### config.mk
export PLATFORM = sky130hd
export DESIGN_NAME = mem_port_arbiter
export DESIGN_NICKNAME = d
export VERILOG_FILES = /design/src/rtl/mem_port_arbiter.sv
export SDC_FILE = /design/constraint.sdc
export NUM_CORES = 1
export LEC_CHECK = 0
export ABC_AREA = 1
export CORE_UTILIZATION = 39
export CTS_CLUSTER_DIAMETER = 80
export DETAILED_ROUTE_END_ITERATION = 10
export PLACE_DENSITY = 0.78
export SETUP_SLACK_MARGIN = 0.4
export SLEW_MARGIN = 5
export SYNTH_ARGS = -nofsm -noshare
export SYNTH_HDL_FRONTEND = slang
export SYNTH_SLANG_ARGS = --single-unit
### constraint.sdc
create_clock -name clk -period 2.1 [get_ports clk]
set_clock_uncertainty 0.1 [all_clocks]
set_input_delay 0.42 -clock clk [delete_from_list [all_inputs] [get_ports clk]]
set_output_delay 0.42 -clock clk [all_outputs]
set_load 0.05 [all_outputs]
### src/rtl/mem_port_arbiter.sv
// Shares one single-ported memory between the CPU fetch and data channels.
// One transaction in flight at a time; data wins ties, bounded by a starvation limit for fetch.
module mem_port_arbiter #(
    parameter int unsigned STARVE_LIMIT = 4
) (
    input  logic        clk,
    input  logic        rst,

    input  logic [31:0] inst_addr,
    input  logic        inst_req_valid,
    output logic        inst_req_ready,
    output logic [31:0] inst_rdata,
    output logic        inst_rvalid,
    input  logic        inst_rready,

    input  logic [31:0] data_addr,
    input  logic        data_ren,
    input  logic        data_wen,
    input  logic [31:0] data_wdata,
    input  logic [3:0]  data_wstrb,
    output logic        data_req_ready,
    output logic [31:0] data_rdata,
    output logic        data_rvalid,
    input  logic        data_rready,

    output logic [31:0] mem_addr,
    output logic        mem_read,
    output logic        mem_write,
    output logic [31:0] mem_wdata,
    output logic [3:0]  mem_wstrb,
    input  logic        mem_req_ready,
    input  logic [31:0] mem_rdata,
    input  logic        mem_rvalid,
    output logic        mem_rready,

    output logic [31:0] conflict_cnt
);

    localparam logic [3:0] LP_STARVE_LIMIT = 4'(STARVE_LIMIT);

    typedef enum logic [2:0] {
        S_IDLE,
        S_REQ_I,
        S_RESP_I,
        S_REQ_D,
        S_RESP_D
    } state_t;

    state_t      r_state;
    logic        r_op_write;
    logic [31:0] r_addr;
    logic [31:0] r_wdata;
    logic [3:0]  r_wstrb;
    logic [3:0]  r_starve_cnt;
    logic [31:0] r_conflict_cnt;

    logic w_data_req;
    logic w_idle;
    logic w_grant_d;
    logic w_grant_i;

    assign w_data_req = data_ren | data_wen;
    // Grants are gated by rst so no handshake can complete while the arbiter is being cleared.
    assign w_idle     = (r_state == S_IDLE) & ~rst;
    assign w_grant_d  = w_idle & w_data_req &
                        (~inst_req_valid | (r_starve_cnt < LP_STARVE_LIMIT));
    assign w_grant_i  = w_idle & inst_req_valid & ~w_grant_d;

    always_ff @(posedge clk) begin
        // NOTE: state uses non-blocking assignments so every register sees pre-edge values.
        if (rst) begin
            r_state        <= S_IDLE;
            r_op_write     <= 1'b0;
            r_addr         <= '0;
            r_wdata        <= '0;
            r_wstrb        <= '0;
            r_starve_cnt   <= '0;
            r_conflict_cnt <= '0;
        end else begin
            if (w_idle & inst_req_valid & w_data_req)
                r_conflict_cnt <= r_conflict_cnt + 32'd1;

            case (r_state)
                S_IDLE: begin
                    if (w_grant_d) begin
                        r_addr     <= data_addr;
                        r_wdata    <= data_wdata;
                        r_wstrb    <= data_wstrb;
                        // A simultaneous load+store is illegal; the store wins.
                        r_op_write <= data_wen;
                        r_state    <= S_REQ_D;
                        if (inst_req_valid && (r_starve_cnt < LP_STARVE_LIMIT))
                            r_starve_cnt <= r_starve_cnt + 4'd1;
                    end else if (w_grant_i) begin
                        r_addr       <= inst_addr;
                        r_wdata      <= '0;
                        r_wstrb      <= '0;
                        r_op_write   <= 1'b0;
                        r_state      <= S_REQ_I;
                        r_starve_cnt <= '0;
                    end
                end
                S_REQ_I: begin
                    if (mem_req_ready)
                        r_state <= S_RESP_I;
                end
                S_REQ_D: begin
                    if (mem_req_ready)
                        r_state <= r_op_write ? S_IDLE : S_RESP_D;
                end
                S_RESP_I: begin
                    if (mem_rvalid && inst_rready)
                        r_state <= S_IDLE;
                end
                S_RESP_D: begin
                    if (mem_rvalid && data_rready)
                        r_state <= S_IDLE;
                end
                default: r_state <= S_IDLE;
            endcase
        end
    end

    assign inst_req_ready = w_grant_i;
    assign data_req_ready = w_grant_d;

    assign mem_addr  = r_addr;
    assign mem_wdata = r_wdata;
    assign mem_wstrb = r_wstrb;
    assign mem_read  = ~rst & ((r_state == S_REQ_I) | ((r_state == S_REQ_D) & ~r_op_write));
    assign mem_write = ~rst & (r_state == S_REQ_D) & r_op_write;

    // Response phase is a pure pass-through steered by the current owner.
    assign mem_rready  = ~rst & (((r_state == S_RESP_I) & inst_rready) |
                                 ((r_state == S_RESP_D) & data_rready));
    assign inst_rvalid = ~rst & (r_state == S_RESP_I) & mem_rvalid;
    assign data_rvalid = ~rst & (r_state == S_RESP_D) & mem_rvalid;
    assign inst_rdata  = mem_rdata;
    assign data_rdata  = mem_rdata;

    assign conflict_cnt = r_conflict_cnt;

endmodule

==> flow_summary.json <==
{
  "vdd_drop_max_uv": 815,
  "drtIter0Drc": 314,
  "antenna_left": 0,
  "root_buffer": "clkbuf_16",
  "top_usage_layer": "met2",
  "placed_area_sq_um": 7630,
  "numCtsBuffers": 9,
  "endpoint_kind": "primary output",
  "clockBufferDepth": 2,
  "layout-area-overhead-vs-synth_pct": 49.4,
  "grt_pass1_vias": 5383,
  "async_flop_share": 0,
  "startpoint_type": "register",
  "first_pass_iters": 5,
  "ys_seq_elements": 108,
  "maxCapViolations": 0,
  "grt_util_met2": 0.408,
  "p_leak_nw": 3.35,
  "routed_wl_um": 16300,
  "min_path_cells": 4,
  "initial_utilization": 0.407,
  "synth_edf_count": 0,
  "viasPerCell": 4.76,
  "tightest_slew_ns": 0.337,
  "fin_crit_ns": 2.03,
  "io_buffers": 215,
  "numClockSinks": 108,
  "layout-drive-gt1-share": 0.222,
  "relSlewSlack": 0.776,
  "vias": 5610,
  "antenna_cells": 0,
  "wl_per_cell_um": 13.9,
  "cts_tree": "yes",
  "grt_setup_unrepaired": "true",
  "finalMaxSlewViolations": 0,
  "grt_pass1_wl_um": 25800,
  "reg2reg_depth": 11,
  "fp.dieH_um": 120,
  "yosys_most_used_dff": "dfxtp_1",
  "yosysSeqAreaShare": 0.395,
  "crit_required_ns": 1.58,
  "core-area_sq_um": 13500,
  "synth_area_sq_um": 5470,
  "dp_hpwl_um": 11800,
  "drc": 0,
  "num_io_pins": 312,
  "critPathArrivalTime_ns": 1.51,
  "grt_use_met3": 0.0995,
  "routabilityCongestion": 0.858,
  "finalSetupViolations": 0,
  "antenna_found_initial": 0,
  "r2r_slack_ns": 0.35,
  "grtUsageMet1": 0.239,
  "status": "finished clean",
  "syn_nets": 971,
  "grt_max_degree": 34,
  "dieArea_sq_um": 14500,
  "fin_crit_sh": 0.967,
  "syn_inst": 828,
  "cts.reportedPaths.clkPinSlew_ns": 0.08,
  "yosysWarnings": 0,
  "cts_max_level": 3,
  "synth_cell_type_count": 28,
  "hold_path.class": "input pin to register",
  "hold_viol": 0,
  "timing.fmax_mhz": 493,
  "syn_area_per_cell_sq_um": 6.61,
  "p_per_area_nw_per_um2": 1030,
  "p_total_w": 0.00843,
  "n_fill_cell": 1274,
  "rows": 42,
  "grt-ovfl-total": 0,
  "grt_usage": 0.227,
  "clk_latency_ns": 0.36,
  "finalSetupTns_ns": 0,
  "finalInstanceArea_sq_um": 8170,
  "die_x_um": 120,
  "crit_path_max_fanout": 4,
  "layout.nets": 1141,
  "worstSetupPathType": "register to primary output"
}
==> worst paths after layout <==
kind / start / endpoint
worst min register to register: r_starve_cnt[3]$_SDFFE_PP0P_ / r_starve_cnt[3]$_SDFFE_PP0P_
worst min-delay path: rst / r_state[1]$_SDFFE_PP0P_
worst max-delay path: r_state[0]$_SDFFE_PP0P_ / inst_req_ready
worst max register to register: r_state[0]$_SDFFE_PP0P_ / mem_addr[10]$_SDFFE_PP0P_
==> per-stage QoR <==
stage	hold WS, ns	cells	worst slack (ns)	utilization
2_1_floorplan	0.319	828	0.273	-
3_3_place_gp	0.324	1153	-0.0671	0.568
3_5_place_dp	0.330	1153	-0.0977	0.568
4_1_cts	0.333	1173	0.0572	0.601
5_1_grt	0.345	1179	0.00713	0.608
6_report	0.335	1179	0.0700	0.608
==> sequential cells by signal, summed over array words and instances, names as in the netlist <==
register	cells
mem_addr	32
r_op_write	1
mem_wstrb	4
conflict_cnt	32
r_starve_cnt	4
mem_wdata	32
r_state	3
==> routing by layer <==
layer  share of wire  wire, um  vias to the layer above
met4           0.014       231                        0
met5               0         0                        -
li1                -         -                     2860
met2            0.51      8300                      216
met1            0.39      6300                     2518
met3           0.092      1500                       16
==> Yosys cell counts (4+ instances only) <==
library cell,count,share of area
nand2_1,268,0.18
nor2_1,148,0.10
dfxtp_1,108,0.40
buf_4,65,0.089
a21oi_1,50,0.046
inv_1,44,0.030
o21ai_0,44,0.040
nand3_1,21,0.019
buf_2,14,0.013
clkbuf_1,13,0.0089
nor3_1,10,0.0091
nand4_1,7,0.0080
xor2_1,6,0.0096
buf_1,4,0.0027
inv_2,4,0.0027
==> worst max-delay path, stage by stage, from the launching register on <==
cell        delay [ns]
dfxtp_2           0.36
nor2_4            0.14
nand3_2           0.10
nor2_4            0.12
nand2_4           0.10
nand2_4           0.08
clkinvlp_4        0.09
buf_12            0.15
==> final cells by class <==
| class | count | area (sq um) | share of cell area |
|---|---|---|---|
| Sequential cell | 108 | 2190 | 0.268 |
| Inverter | 48 | 209 | 0.0256 |
| Timing Repair Buffer | 257 | 2640 | 0.323 |
| Tap cell | 176 | 220 | 0.0269 |
| Clock buffer | 10 | 239 | 0.0292 |
| Clock inverter | 6 | 66.3 | 0.00811 |
| Multi-Input combinational cell | 574 | 2610 | 0.319 |
==> where the power goes <==
part	switching [W]	internal [W]
Sequential	0.000206	0.00239
Clock	0.000807	0.000967
Combinational	0.00255	0.00151
==> layout by cell type, fill, tap and decap left out, types with 2 or more instances in the layout <==
cell type        Yosys  layout
nand2_1            268     265
nor2_1             148     138
clkdlybuf4s50_1      0     104
dfxtp_1            108      91
clkdlybuf4s15_2      0      74
a21oi_1             50      49
buf_4               65      45
o21ai_0             44      42
inv_1               44      40
nand3_1             21      20
dfxtp_2              0      14
buf_12               0      13
buf_2               14      11
clkbuf_16            0      10
nor2_2               0       8
nor3_1              10       7
nand4_1              7       7
xor2_1               6       6
nor2_4               3       5
inv_6                0       4
nand2_4              3       4
nand3_2              2       3
nor3_4               0       3
and2_1               3       3
buf_6                2       3
dfxtp_4              0       3
inv_2                4       2
inv_8                0       2
inv_4                0       2
nand2_2              0       2
o21ai_1              0       2
nor3b_2              1       2
clkinv_2             0       2
dlygate4sd2_1        0       2
clkdlybuf4s18_2      0       2
==> cells by family (layout without fill, tap and decap cells) <==
logic type / Yosys count / in the layout / share of synthesized area
buffers and inverters: 146 / 321 / 0.151
and+or+nand+nor: 470 / 470 / 0.351
AOI/OAI and AO/OA: 95 / 95 / 0.0874
xor gates and xnor gates: 7 / 7 / 0.0112
adders and majority gates: 2 / 2 / 0.00457
DFF: 108 / 108 / 0.395
==> what timing repair did <==
action / in CTS / in global routing
buffers inserted: 4 / 3
setup endpoints to repair: 173 / 83
cloned: 0 / 3
pin swaps: 6 / 3
resized for setup: 285 / 34
hold buffers: 0 / 0
Note: power is estimated with default switching activity, not from simulation.
